`config.mk`:
```
export PLATFORM = sky130hd
export DESIGN_NAME = shift_seq_ctrl
export DESIGN_NICKNAME = d
export VERILOG_FILES = /design/src/rtl/shift_seq_ctrl.sv
export SDC_FILE = /design/constraint.sdc
export NUM_CORES = 1
export LEC_CHECK = 0
export CORE_MARGIN = 2
export CORE_UTILIZATION = 50
export CTS_CLUSTER_SIZE = 28
export DETAILED_ROUTE_END_ITERATION = 12
export DONT_BUFFER_PORTS = 1
export SLEW_MARGIN = 15
export SYNTH_ARGS = -nofsm -noshare
export SYNTH_HDL_FRONTEND = slang
export SYNTH_SLANG_ARGS = --single-unit
```
`constraint.sdc`:
```
create_clock -name clk -period 1.7 [get_ports clk]
set_input_delay 0.34 -clock clk [delete_from_list [all_inputs] [get_ports clk]]
set_output_delay 0.34 -clock clk [all_outputs]
set_load 0.05 [all_outputs]
```
`src/rtl/shift_seq_ctrl.sv`:
```
// Command sequencer for a 4-bit universal shift register: accepts one LOAD/SHIFT/ROTATE/CLEAR
// command per handshake and drives the register's control/data inputs for the required cycles.
module shift_seq_ctrl #(
  parameter int unsigned WIDTH = 4,
  parameter int unsigned CW    = 3
) (
  input  logic             clk,
  input  logic             reset,
  input  logic             cmd_valid,
  output logic             cmd_ready,
  input  logic [1:0]       cmd_op,
  input  logic             cmd_dir,
  input  logic [CW-1:0]    cmd_count,
  input  logic [WIDTH-1:0] cmd_data,
  input  logic             ser_in,
  input  logic [WIDTH-1:0] q_in,
  output logic [1:0]       sr_cntrl,
  output logic [WIDTH-1:0] sr_d,
  output logic             ser_out,
  output logic             ser_out_valid,
  output logic             busy,
  output logic             done,
  output logic [WIDTH-1:0] result
);

  typedef enum logic [1:0] {ST_IDLE, ST_EXEC, ST_DONE} state_t;
  typedef enum logic [1:0] {OP_LOAD = 2'b00, OP_SHIFT = 2'b01, OP_ROTATE = 2'b10, OP_CLEAR = 2'b11} op_t;

  state_t           state, state_next;
  op_t              op_q;
  logic             dir_q;
  logic [CW-1:0]    count_q;
  logic [WIDTH-1:0] data_q;
  logic [CW-1:0]    step_cnt;
  logic             accept;
  logic             is_step_op;
  logic             last_step;
  logic             out_bit;
  logic             fill_bit;

  assign accept     = cmd_valid && (state == ST_IDLE);
  assign is_step_op = (op_q == OP_SHIFT) || (op_q == OP_ROTATE);
  // step_cnt holds the number of steps already completed, so the final step is count_q-1
  assign last_step  = (step_cnt == (count_q - CW'(1)));

  always_ff @(posedge clk or posedge reset) begin
    if (reset) begin
      state    <= ST_IDLE;
      op_q     <= OP_LOAD;
      dir_q    <= 1'b0;
      count_q  <= '0;
      data_q   <= '0;
      step_cnt <= '0;
      result   <= '0;
    end else begin
      state <= state_next;
      if (accept) begin
        op_q     <= op_t'(cmd_op);
        dir_q    <= cmd_dir;
        count_q  <= cmd_count;
        data_q   <= cmd_data;
        step_cnt <= '0;
      end else if (state == ST_EXEC) begin
        step_cnt <= step_cnt + CW'(1);
      end
      if (state == ST_DONE) begin
        result <= q_in;
      end
    end
  end

  always_comb begin
    state_next = state;
    unique case (state)
      ST_IDLE: begin
        if (accept) begin
          if (((op_t'(cmd_op) == OP_SHIFT) || (op_t'(cmd_op) == OP_ROTATE)) && (cmd_count == '0)) begin
            state_next = ST_DONE;
          end else begin
            state_next = ST_EXEC;
          end
        end
      end
      ST_EXEC: begin
        if (!is_step_op || last_step) begin
          state_next = ST_DONE;
        end
      end
      ST_DONE: state_next = ST_IDLE;
      default: state_next = ST_IDLE;
    endcase
  end

  always_comb begin
    sr_cntrl      = 2'b00;
    sr_d          = '0;
    ser_out       = 1'b0;
    ser_out_valid = 1'b0;
    out_bit       = dir_q ? q_in[0] : q_in[WIDTH-1];
    fill_bit      = (op_q == OP_ROTATE) ? out_bit : ser_in;
    cmd_ready     = (state == ST_IDLE);
    busy          = (state != ST_IDLE);
    done          = (state == ST_DONE);
    if (state == ST_EXEC) begin
      unique case (op_q)
        OP_LOAD: begin
          sr_cntrl = 2'b11;
          sr_d     = data_q;
        end
        OP_CLEAR: begin
          sr_cntrl = 2'b11;
          sr_d     = '0;
        end
        OP_SHIFT, OP_ROTATE: begin
          sr_cntrl      = dir_q ? 2'b10 : 2'b01;
          sr_d          = {WIDTH{fill_bit}};
          ser_out       = out_bit;
          ser_out_valid = 1'b1;
        end
        default: begin
          sr_cntrl = 2'b00;
        end
      endcase
    end
  end

endmodule

```
; ---- Word level (Yosys, flattened, before mapping)
; Index checks and enable logic that the tools add are counted.
[word_totals]
register_bits = 19
word_cells = 50
output_inout_bits = 15
[classes]
reduce_logical = 14
muxes = 17
n_addsub = 2
eq_ne = 10
[op_table]
columns = op, count
row1 = 4-bit case mux with 3 select lines, 1
row2 = 2-bit 2-to-1 mux, 5
row3 = 2-bit == test (second input constant), 4
row4 = 2-bit case mux with 2 select lines, 2
row5 = 2-bit by 1-bit == test with 1-bit output (second input constant), 3
row6 = 1-bit 2-to-1 mux, 6
row7 = 3-bit 2-to-1 mux, 2
row8 = 2-bit zero test, 2
row9 = 4-bit 2-to-1 mux, 1
row10 = 2-bit nonzero test, 2
row11 = 2-bit OR reduction, 2
row12 = 3-bit by 1-bit adder with 3-bit output (second input constant), 1
row13 = 3-bit == test, 1
row14 = 3-bit zero test, 1
row15 = 1-bit logical OR, 3
row16 = 3-bit by 1-bit subtractor with 3-bit output (second input constant), 1
row17 = 1-bit logical AND, 2
row18 = 2-bit by 1-bit != test with 1-bit output (second input constant), 1
row19 = 2-bit != test (second input constant), 1
row20 = 2-bit AND reduction, 1
row21 = 1-bit zero test, 1

; ---- Depth between registers and ports, before layout
; Gate-level depths: netlist of run 1.
[depth]
depth_word = 6
depth_mapped = 6

; ---- Worst setup path before layout of run 1
; Ideal clock, no wire load.
[synth_path]
kind = flip-flop to output port
start = register op_q[1]
end = output sr_d[0]
path_buffers = 0
path_slack_ns = -0.332
required_time_ns = 1.360
arrival_ns = 1.692
stages_incl_launch_ff = 5
cell_sequence = dfrtp_1 -> inv_1 -> ha_1 -> o2111ai_1 -> a21oi_1
[synth_via]
elab_chain_cells = 4
word_cells_on_any_way = 8
[synth_lines]
columns = item, line
row1 = start: declaration, 30  ; op_t op_q;
row2 = start signal: assignment, 58  ; op_q <= op_t'(cmd_op);
row3 = 2-bit == test or 2-bit by 1-bit == test with 1-bit output (tied branches), "100, 105"
row4 = 1-bit 2-to-1 mux or 2-bit OR reduction (tied branches), "100, 105"
row5 = 4-bit case mux with 3 select lines (*), 105  ; unique case (op_q)
row6 = 4-bit 2-to-1 mux (*), 104  ; if (state == ST_EXEC) begin
row7 = end: declaration, 18  ; output logic [WIDTH-1:0] sr_d,
; Every way passes the cells marked *; elsewhere a longest branch is shown, timed or not.

; ---- Worst setup path after layout of run 1
[layout_path]
start = register op_q[0]
end = output sr_d[2]
; Same word-level chain as after synthesis.

==> impl_metrics.json, run 1 <==
{
  "critPathArrivalTime_ns": 1.52,
  "syn_to_final_growth_pct": 35.5,
  "ys_seq_elements": 19,
  "dr.first_iter.drc_count": 5,
  "max_slew_margin": 0.685,
  "period_needed_ns": 1.86,
  "yosys.area.top_type": "dfrtp_1",
  "cts.path.max_buffers": 2,
  "synth.yosys.seq_area_share": 0.458,
  "wl_per_cell_um": 14.0,
  "clkSinkCount": 19,
  "min-delay-start": "cmd_count[1]",
  "outcome": "complete, but fails checks",
  "violations": "negative setup slack",
  "insertion_delay_ns": 0.30,
  "portBuffers": 0,
  "floorplan.initialDensity": 0.529,
  "fin_cells": 147,
  "synth_top_area_frac": 0.458,
  "grt_usage": 0.194,
  "ios": 33,
  "place_area_um2": 1240,
  "design.core.area_um2": 1960,
  "r2r-start": "state[1]",
  "drc": 0,
  "syn_area_um2": 1040,
  "die_h_um": 49.5,
  "synth.area.top_cells": "dfrtp_1 46%, mux2_4 7.2%, ha_1 4.8%",
  "drt-pass1-iter-count": 4,
  "cap_violations": 0,
  "rsz0062_at_grt": "yes",
  "htree_num_levels": 1,
  "criticalPathCategory": "flip-flop to primary output",
  "syn_area_per_cell_um2": 10.7,
  "clock-root-buffer": "clkbuf_4",
  "cts_buffers": 3,
  "cts_tree": "yes",
  "synth_cell_type_count": 28,
  "layout-drive-gt1-share": 0.508,
  "nFillCells": 154,
  "hold_viol": 0,
  "yosysWarnings": 0,
  "finalSetupViolCount": 8,
  "grt_pass1_wl_um": 3620,
  "grt-ovfl-total": 0,
  "fin_ws_ns": -0.162,
  "hold_class": "input pin to flip-flop",
  "cp_max_fo": 4,
  "grt_max_degree": 20,
  "routed_wl_um": 2060,
  "syn_inst": 97,
  "clock_skew_ns": 0.00640,
  "routed_via_density": 5.14,
  "synthMostInstantiatedCell": "dfrtp_1",
  "drtAntennaViolNets": 0,
  "max_freq_ghz": 0.537,
  "synth.net_count": 119,
  "worst_pin_slew_ns": 0.473,
  "cp_data_required_time_ns": 1.36,
  "synth_edf_count": 0,
  "die_x_um": 49.5,
  "timing_max_transition_violations_final": 0,
  "critPathLaunch": "op_q[0]",
  "period_share": 1.10,
  "crit_path_end_kind": "primary output",
  "die_area_um2": 2450,
  "antenna_found_initial": 0,
  "final_area_um2": 1410,
  "nets": 143,
  "ys_top_cells_by_count": "19 x dfrtp_1, 11 x nand2_1, 9 x inv_1",
  "placed_cells": 137,
  "grt_pass1_vias": 811,
  "synth_ff_type": "dfrtp_1",
  "vias": 755,
  "row_count": 16,
  "start_kind": "flip-flop",
  "hpwl_um": 1530,
  "antennaDiodeCount": 0,
  "gp_congestion": 0.779,
  "async_flop_share": 1.00,
  "clk_pin_slew_worst_paths_ns": 0.11
}
stage by stage:
stage / setup WS (ns) / hold slack (ns) / TNS (ns) / utilization
2_1_floorplan: -0.234 / 0.291 / -1.13 / -
3_3_place_gp: 0.00231 / 0.271 / 0 / 0.633
3_5_place_dp: -0.00335 / 0.269 / -0.00702 / 0.633
4_1_cts: -0.176 / 0.132 / -0.945 / 0.712
5_1_grt: -0.254 / 0.132 / -1.61 / 0.716
6_report: -0.162 / 0.133 / -0.882 / 0.716
cells by family (layout without fill, tap and decap cells):
group           Yosys count  count (layout)  share of synthesized area
simple gates             27              27                      0.128
flops                    19              19                      0.458
compound gates           18              18                      0.110
buf+inv                  13              36                     0.0796
mux                      10              10                      0.125
xor+xnor                  6               6                     0.0507
fa+ha+maj                 4               4                     0.0483
cells in the final DEF, fill, tap and decap left out, types with 5 or more instances in the layout:
cell	n
inv_1	6
mux2_4	5
dfrtp_1	19
nand2_2	5
buf_4	13
buf_12	6
nand2_1	9
what timing repair did:
action / in CTS / in global routing
pin swaps: 5 / 1
setup endpoints to repair: 8 / 8
resized for setup: 20 / 0
buffers inserted: 4 / 1
hold buffers: 1 / 0
gates cloned: 0 / 0
endpoints found under the hold margin: 19 / 0
flip-flops by register name (all words and copies together) (netlist names):
register / count
result: 4
dir_q: 1
state: 2
data_q: 4
step_cnt: 3
count_q: 3
op_q: 2
worst max-delay path, stage by stage, from the launching register on:
cell,delay (ns)
dfrtp_1,0.35
inv_2,0.06
ha_2,0.21
nand2_2,0.08
o2111ai_4,0.17
a21oi_2,0.21
buf_12,0.16
metal layers:
metal / global-route usage / wire [µm] / vias to the layer above
li1: - / - / 364
met1: 0.243 / 837 / 378
met2: 0.342 / 1140 / 13
met3: 0.0576 / 83 / 0
met4: 0.0139 / 0 / 0
met5: 0 / 0 / -
worst paths after layout:
check | to | slack (ns) | cells after the start
setup reg to reg | data_q[3] | 0.29 | 3
max in group asynchronous | dir_q | 0.99 | 3
min in group asynchronous | step_cnt[0] | 0.50 | 3
hold / removal | count_q[1] | 0.13 | 2
setup / recovery | sr_d[2] | -0.16 | 6
hold reg to reg | data_q[1] | 0.53 | 1
layout make-up:
type                    count  area, µm²  share of cell area
clock buffers               4       26.3              0.0187
inverters                   9       33.8              0.0240
multi-input cells          65        574               0.409
flip-flops and latches     19        475               0.338
well taps                  27       33.8              0.0240
repair buffers             23        262               0.186
Power of run 1 is not shown: default switching activity piles up to over one toggle a cycle in this logic, so the estimate is an artifact.
==> inputs of run 2 (changes only) <==
Settings changed: CORE_UTILIZATION 50 to 60, PLACE_DENSITY set to 0.76.
==> run 2 against run 1 <==
Effect of this change:
- the run still ends with negative setup slack left
- non-clock buffer count shrank 5
- register-to-register slack lost 0.12 ns
- setup slack lost 0.064 ns
- critical path depth shrank 1
- via count is the same
- design area shrank 4.6%
- routed wire length grew 7.9%
- first-iteration DRC count shrank 40%
- global-route usage grew 1.3 points
- sequential cell count is the same
- clock skew shrank 0.0012 ns
- final cell count shrank 10%
- critical path type unchanged
- largest cell class unchanged
- highest routed layer is now met4
==> impl_metrics.json, run 2 (same netlist as run 1, synthesis figures left out) <==
{
  "cp_data_required_time_ns": 1.36,
  "reg_top3": "data_q x4, result x4",
  "cp_max_fo": 4,
  "ios": 33,
  "mostFrequentLayoutCell": "dfrtp_1",
  "antennaDiodeCount": 0,
  "violations": "negative setup slack",
  "fin_ws_ns": -0.225,
  "cap_violations": 0,
  "layout-drive-gt1-share": 0.487,
  "criticalPathCategory": "flip-flop to primary output",
  "max_slew_margin": 0.536,
  "design.core.area_um2": 1670,
  "final_cell_mix": "19 x dfrtp_1, 10 x buf_4, 9 x nand2_1",
  "fin_cells": 132,
  "max_freq_ghz": 0.519,
  "hpwl_um": 1360,
  "grt-ovfl-total": 0,
  "wl_per_cell_um": 16.9,
  "grt_pass1_vias": 690,
  "final_core_util": 0.802,
  "critPathSlowestCell": "dfrtp_1",
  "routed_via_density": 5.72,
  "crit_chain": "mux2i_2 -> nand2_2 -> o2111ai_4 -> a21oi_2 -> buf_12",
  "insertion_delay_ns": 0.29,
  "hold_viol": 0,
  "htree_num_levels": 1,
  "row_count": 15,
  "grt_max_degree": 20,
  "start_kind": "flip-flop",
  "clkSinkCount": 19,
  "finalSetupViolCount": 8,
  "antenna_found_initial": 0,
  "clock_skew_ns": 0.00517,
  "gp_congestion": 0.781,
  "clock-root-buffer": "clkbuf_4",
  "drc": 0,
  "place_ws_ns": -0.0276,
  "critPathArrivalTime_ns": 1.59,
  "die_x_um": 45.6,
  "grt_pass1_wl_um": 2990,
  "clk_pin_slew_worst_paths_ns": 0.10,
  "outcome": "complete, but fails checks",
  "floorplan.initialDensity": 0.621,
  "nets": 138,
  "cts_tree": "yes",
  "drt-pass1-iter-count": 4,
  "grt_usage": 0.207,
  "rsz0062_at_grt": "yes",
  "timing_max_transition_violations_final": 0,
  "die_h_um": 45.6,
  "routed_wl_um": 2230,
  "period_needed_ns": 1.93,
  "hold_class": "input pin to asynchronous set/reset pin",
  "drtAntennaViolNets": 0,
  "die_area_um2": 2080,
  "nFillCells": 97,
  "vias": 755,
  "worst_pin_slew_ns": 0.695,
  "cts.path.max_buffers": 2,
  "whs_ns": 0.0271,
  "syn_to_final_growth_pct": 29.2,
  "cts_buffers": 3,
  "period_share": 1.13,
  "hold_buffers": 0,
  "cp_slowest_stage_delay_ns": 0.44,
  "dr.first_iter.drc_count": 3,
  "crit_path_end_kind": "primary output",
  "placed_cells": 125,
  "portBuffers": 0
}
[run 2: cell count changes in the layout (fill, tap and decap cells not counted)]
cell and change:
a21oi_1 +1, a21oi_4 -1, buf_4 -3, buf_6 -1, dlygate4sd3_1 -1, inv_2 -1, inv_4 +1
[run 2: critical path: cells and delay by family (launching register included)]
family / cells / cell delay, ns
flops: 1 / 0.44
compound gates: 2 / 0.41
mux: 1 / 0.19
buf+inv: 1 / 0.16
simple gates: 1 / 0.09
[run 2: repair_timing]
item                       CTS  global route
gates resized for setup      9            10
buffers inserted             1             2
hold endpoints to repair     0             0
setup endpoints to repair    8             8
pin swaps                    3             7
[run 2: area by class of cell]
cell class,count,area [µm²],area share
Multi-Input combinational cell,65,563,0.420
Sequential cell,19,475,0.355
Timing Repair Buffer,18,218,0.162
Inverter,9,36.3,0.0271
Clock buffer,4,26.3,0.0196
Tap cell,17,21.3,0.0159
[run 2: path summary, 6_finish.rpt]
kind / from / to / slack (ns) / cells past startpoint
max: dir_q / sr_d[1] / -0.23 / 5
min: reset / result[1] / 0.03 / 1
max reg2reg: count_q[0] / state[1] / 0.17 / 6
min reg2reg: data_q[3] / data_q[3] / 0.53 / 1
max in group asynchronous: reset / op_q[0] / 1.23 / 1
min in group clk: cmd_op[1] / op_q[1] / 0.14 / 2
[run 2: stage by stage]
| stage | area (µm²) | setup TNS [ns] |
|---|---|---|
| after global routing | 1340 | -1.81 |
| after CTS | 1290 | -1.38 |
| after detailed placement | 1210 | -0.0873 |
| after floorplan | 1050 | -1.13 |
| final | 1340 | -1.25 |
| after global placement | 1210 | 0 |
[run 2: metal layers]
metal | wire length [µm] | track usage | vias to the layer above
met5 | 0 | 0 | -
met4 | 17 | 0.0353 | 0
met3 | 121 | 0.0754 | 2
met2 | 1220 | 0.338 | 24
met1 | 865 | 0.265 | 372
li1 | - | - | 357
Power of run 2 is left out for the same reason.
